`src/rtl/clock_counter.sv`:
```
// clock_counter: mm:ss BCD clock driven by a 0..CLK_HZ-1 prescaler.
// A terminal prescaler edge advances the seconds and pulses tick_1hz. A
// 59:59 -> 00:00 wrap caused by a tick also pulses rollover.
// Optional build macro SET_BUTTONS_EN: edge-detects inc_min to advance the
// minutes. An advance that lands on a seconds carry is held pending for one
// edge. Without the macro, inc_min is accepted but ignored.
module clock_counter #(
    parameter int CLK_HZ = 100_000_000
) (
    input  logic       clk_100MHz,
    input  logic       reset_n,
    input  logic       enable,
    input  logic       clear,
    input  logic       inc_min,
    output logic [3:0] ones,
    output logic [3:0] tens,
    output logic [3:0] hundreds,
    output logic [3:0] thousands,
    output logic       tick_1hz,
    output logic       rollover
);

    localparam int PW = (CLK_HZ > 1) ? $clog2(CLK_HZ) : 1;
    localparam logic [PW-1:0] PRESC_MAX = PW'(CLK_HZ - 1);

    logic [PW-1:0] presc_q, presc_d;
    logic [3:0]    sec_ones_q, sec_ones_d;
    logic [3:0]    sec_tens_q, sec_tens_d;
    logic [3:0]    min_ones_q, min_ones_d;
    logic [3:0]    min_tens_q, min_tens_d;
    logic          tick_q, tick_d;
    logic          roll_q, roll_d;

    logic          terminal;
    logic          sec_carry;
    logic          min_req;

    // terminal edge of the prescaler and the seconds-to-minutes carry it causes
    always_comb begin
        terminal  = enable && (presc_q == PRESC_MAX);
        sec_carry = terminal && (sec_ones_q >= 4'd9) && (sec_tens_q >= 4'd5);
    end

`ifdef SET_BUTTONS_EN
    logic inc_q;
    logic pend_q, pend_d;

    // A new press, or one deferred from a carry edge, requests a minute advance.
    // If it collides with a carry, it is deferred to the following edge.
    always_comb begin
        min_req = (inc_min && !inc_q) || pend_q;
        pend_d  = clear ? 1'b0 : (min_req && sec_carry);
    end

    // The inc_min history keeps tracking during clear, so a level held
    // across clear cannot produce a late advance.
    always_ff @(posedge clk_100MHz or negedge reset_n) begin
        if (!reset_n) begin
            inc_q  <= 1'b0;
            pend_q <= 1'b0;
        end else begin
            inc_q  <= inc_min;
            pend_q <= pend_d;
        end
    end
`else
    logic unused_inc_min;

    // inc_min has no effect in this build
    always_comb begin
        unused_inc_min = inc_min;
        min_req        = 1'b0;
    end
`endif

    // next time, prescaler and pulses; clear overrides tick and minute advance
    always_comb begin
        presc_d    = presc_q;
        sec_ones_d = sec_ones_q;
        sec_tens_d = sec_tens_q;
        min_ones_d = min_ones_q;
        min_tens_d = min_tens_q;
        tick_d     = 1'b0;
        roll_d     = 1'b0;

        if (clear) begin
            presc_d    = '0;
            sec_ones_d = 4'd0;
            sec_tens_d = 4'd0;
            min_ones_d = 4'd0;
            min_tens_d = 4'd0;
        end else begin
            if (enable) begin
                presc_d = terminal ? '0 : presc_q + 1'b1;
            end
            tick_d = terminal;
            roll_d = sec_carry && (min_tens_q >= 4'd5) && (min_ones_q >= 4'd9);

            if (terminal) begin
                if (sec_ones_q >= 4'd9) begin
                    sec_ones_d = 4'd0;
                    sec_tens_d = (sec_tens_q >= 4'd5) ? 4'd0 : sec_tens_q + 4'd1;
                end else begin
                    sec_ones_d = sec_ones_q + 4'd1;
                end
            end

            if (sec_carry || min_req) begin
                if (min_ones_q >= 4'd9) begin
                    min_ones_d = 4'd0;
                    min_tens_d = (min_tens_q >= 4'd5) ? 4'd0 : min_tens_q + 4'd1;
                end else begin
                    min_ones_d = min_ones_q + 4'd1;
                end
            end
        end
    end

    // state and registered outputs
    always_ff @(posedge clk_100MHz or negedge reset_n) begin
        if (!reset_n) begin
            presc_q    <= '0;
            sec_ones_q <= 4'd0;
            sec_tens_q <= 4'd0;
            min_ones_q <= 4'd0;
            min_tens_q <= 4'd0;
            tick_q     <= 1'b0;
            roll_q     <= 1'b0;
        end else begin
            presc_q    <= presc_d;
            sec_ones_q <= sec_ones_d;
            sec_tens_q <= sec_tens_d;
            min_ones_q <= min_ones_d;
            min_tens_q <= min_tens_d;
            tick_q     <= tick_d;
            roll_q     <= roll_d;
        end
    end

    assign ones      = sec_ones_q;
    assign tens      = sec_tens_q;
    assign hundreds  = min_ones_q;
    assign thousands = min_tens_q;
    assign tick_1hz  = tick_q;
    assign rollover  = roll_q;

endmodule

```
`config.mk`:
```
export PLATFORM = sky130hd
export DESIGN_NAME = clock_counter
export DESIGN_NICKNAME = d
export VERILOG_FILES = /design/src/rtl/clock_counter.sv
export SDC_FILE = /design/constraint.sdc
export NUM_CORES = 1
export LEC_CHECK = 0
export CORE_ASPECT_RATIO = 0.5
export CORE_MARGIN = 1.5
export CORE_UTILIZATION = 40
export DETAILED_ROUTE_END_ITERATION = 6
export SYNTH_ARGS = -nofsm -noshare
export SYNTH_HDL_FRONTEND = slang
export SYNTH_SLANG_ARGS = --single-unit
```
`constraint.sdc`:
```
create_clock -name clk_100MHz -period 2.8 [get_ports clk_100MHz]
set_input_delay 0.28 -clock clk_100MHz [delete_from_list [all_inputs] [get_ports clk_100MHz]]
set_output_delay 0.28 -clock clk_100MHz [all_outputs]
set_load 0.05 [all_outputs]
```
==> results.py <==
metrics = {
    "cts": {
        "cts_buffer_depth": 2,
        "tritoncts": "done",
        "clock_sinks": 45,
        "ctsResizeCount": 0,
        "htreeDepth": 2,
        "post-cts-setup-buffer-count": 0,
        "postCtsHoldBufs": 0,
        "numCtsBuffers": 5,
        "insertion_delay_ns": 0.29,
        "cts-root-buf": "clkbuf_16",
        "cts.reportedPaths.clkPinSlew_ns": 0.06,
    },
    "critical_path": {
        "crit_path_max_incr_delay_ns": 0.71,
        "startpoint_type": "flop",
        "arrival_ns": 2.72,
        "end_kind": "flop",
        "required_ns": 3.01,
        "slowest_stage": "or4_4",
        "crit_fanout": 29,
        "crit_chain": "nor4b_1 > nand2_1 > or4_4 > or4_1 > a21oi_1",
        "setup.worst_path.class": "reg2reg",
    },
    "die": {
        "die_w_um": 115,
        "core-area_um2": 6060,
        "ios": 23,
        "die-area_um2": 6760,
        "die_h_um": 58.9,
        "rows": 20,
        "start_util_pct": 41.3,
    },
    "grt": {
        "antenna_found_initial": 0,
        "grtUsageTotal_pct": 16.9,
        "grt_pass1_vias": 1878,
        "grt_start_max_net_pins": 46,
        "grt_overflow": 0,
        "grt_pass1_wl_mm": 8.89,
    },
    "yosys": {
        "yosys-top-cells-area": "dfrtp_1, ha_1, nor2_1",
        "synth_edf_count": 0,
        "synth_async_sr_flop_share_pct": 100,
        "yosysMostFrequentCell": "dfrtp_1",
        "ys_seq_area_share_pct": 45.0,
        "synthCells": 273,
        "yosys_most_used_dff": "dfrtp_1",
        "synth_nets": 291,
        "syn-cell-area_um2": 2500,
        "yosysUniqueCellTypes": 37,
        "synth_top_area_cell": "dfrtp_1",
        "avgSynthCellArea_um2": 9.16,
        "ys_ff_latch": 45,
        "synth_warnings": 0,
        "synth.top_cells.by_count": "dfrtp_1, nor2_1, a21oi_1, nand3_1",
        "synth_top_area_share_pct": 45.0,
    },
    "timing": {
        "final.setup_skew_ns": 0.00536,
        "timing.slew.headroom_pct": 32.0,
        "finalHoldViolations": 0,
        "max_freq_ghz": 0.398,
        "rsz0062_at_grt": "false",
        "fin_crit_ns": 2.51,
        "period_share_pct": 89.7,
        "setup_viol": 0,
        "worstMarginPinSlew_ns": 1.02,
        "tns_ns": 0,
        "slew_viol_final": 0,
        "holdWs_ns": 0.170,
    },
    "placement": {
        "dpl_cell_area_um2": 2800,
        "port_buffers": 21,
        "hpwl_mm": 3.44,
        "place_inst": 376,
        "routabilityCongestion": 0.769,
    },
    "drt": {
        "avgRoutedWirePerCell_um": 13.5,
        "ant_nets": 0,
        "vias": 1972,
        "drtIter0Drc": 99,
        "first_pass_iters": 4,
        "drc_errors": 0,
        "wirelength_mm": 5.15,
        "drt-vias-per-instance": 5.15,
    },
    "finish": {
        "num-nets-final": 313,
        "final_cells": 383,
        "fillers": 589,
        "seq_area_um2": 1130,
        "drive_gt1_share_pct": 5.08,
        "fin_area_um2": 2940,
        "post-route-util_pct": 48.6,
        "area_delta_synth_final_pct": 17.7,
        "multi_input_area_um2": 1280,
        "antennaDiodeCount": 0,
    },
    "worst_hold_path": {
        "holdCritPathClass": "in2async",
    },
    "pwr": {
        "leakage_uw": 0.00116,
        "switching_share_pct": 21.1,
        "power_frac_seq_pct": 51.1,
        "power.share.clock_pct": 46.0,
        "p_switching_uw": 270,
        "pwr-share-comb_pct": 2.9,
        "power.internal_uw": 1010,
        "power_density_nw_per_um2": 436,
        "vdd_ir_drop_max_mv": 0.198,
    },
    "flow_run": {
        "cap_viol_max_count": 0,
    },
    "run_status": {
        "outcome": "finished, final reports clean",
    },
}
==> layout by cell type, fill, tap and decap left out, types with 4 or more instances in the layout <==
cell type,count
dfrtp_1,45
nor2_1,38
clkdlybuf4s50_1,20
nand3_1,18
a21oi_1,18
nand2_1,16
xnor2_1,16
ha_1,13
inv_1,12
o21ai_0,12
xor2_1,9
nor3_1,8
nand4_1,7
nor4_1,6
or3_1,6
nand2b_1,6
or4_1,5
clkbuf_16,5
buf_4,5
o31ai_1,4
==> state kept, by name, summed over array words and instances, names as in the netlist <==
register	count
presc_q	27
hundreds	4
ones	4
tens	4
thousands	4
rollover	1
tick_1hz	1
==> metal layers <==
| layer | global-route usage (%) | part of all wire (%) |
|---|---|---|
| met1 | 22.7 | 50 |
| met2 | 27.0 | 45 |
| met3 | 3.19 | 3.0 |
| met4 | 7.58 | 2.0 |
| met5 | 0 | 0 |
==> power groups by stage <==
| stage | Combinational (µW) | Sequential, µW | Clock (µW) |
|---|---|---|---|
| 2_1_floorplan | 15.5 | 666 | 0 |
| 3_3_place_gp | 37.6 | 667 | 0 |
| 3_5_place_dp | 38.8 | 667 | 0 |
| 4_1_cts | 39.0 | 655 | 603 |
| 5_1_grt | 43.2 | 655 | 630 |
| 6_report | 37.4 | 655 | 590 |
==> area by class of cell <==
type                            instances  share of cell area [%]
Clock buffer                            7                    4.85
Inverter                               12                    1.53
Multi-Input combinational cell        205                    43.4
Sequential cell                        45                    38.3
Tap cell                               88                    3.74
Timing Repair Buffer                   26                    8.25
==> final timing paths <==
path / from / endpoint / slack (ns) / depth (start not counted)
max: presc_q[17] / hundreds[0] / 0.29 / 5
min: reset_n / ones[2] / 0.17 / 1
max reg2reg: presc_q[17] / hundreds[0] / 0.29 / 5
min reg2reg: presc_q[23] / presc_q[23] / 0.55 / 2
max in group asynchronous: reset_n / presc_q[19] / 2.00 / 1
min in group clk_100MHz: presc_q[23] / presc_q[23] / 0.55 / 2
==> worst max-delay path, delay by kind of cell (launching register included) <==
kind | cells | cell delay, ns
AND/OR/NAND/NOR | 4 | 1.84
flip-flops | 1 | 0.41
AO/OA/AOI/OAI | 1 | 0.18
==> logic make-up after synthesis <==
group                      count (synthesis)  share of synthesized area, %
buffers and inverters                     23                          3.90
DFF                                       45                          45.0
AOI/OAI and AO/OA                         40                          9.26
xor gates and xnor gates                  25                          8.76
and+or+nand+nor                          127                          26.5
adders and majority gates                 13                          6.51
==> through the flow <==
stage / setup WS (ns) / total power, µW
floorplan: 0.588 / 682
global placement: 0.214 / 704
detailed placement: 0.146 / 705
CTS: 0.296 / 1300
global route: 0.161 / 1330
finish: 0.289 / 1280
Power figures use the tool's default switching activity.
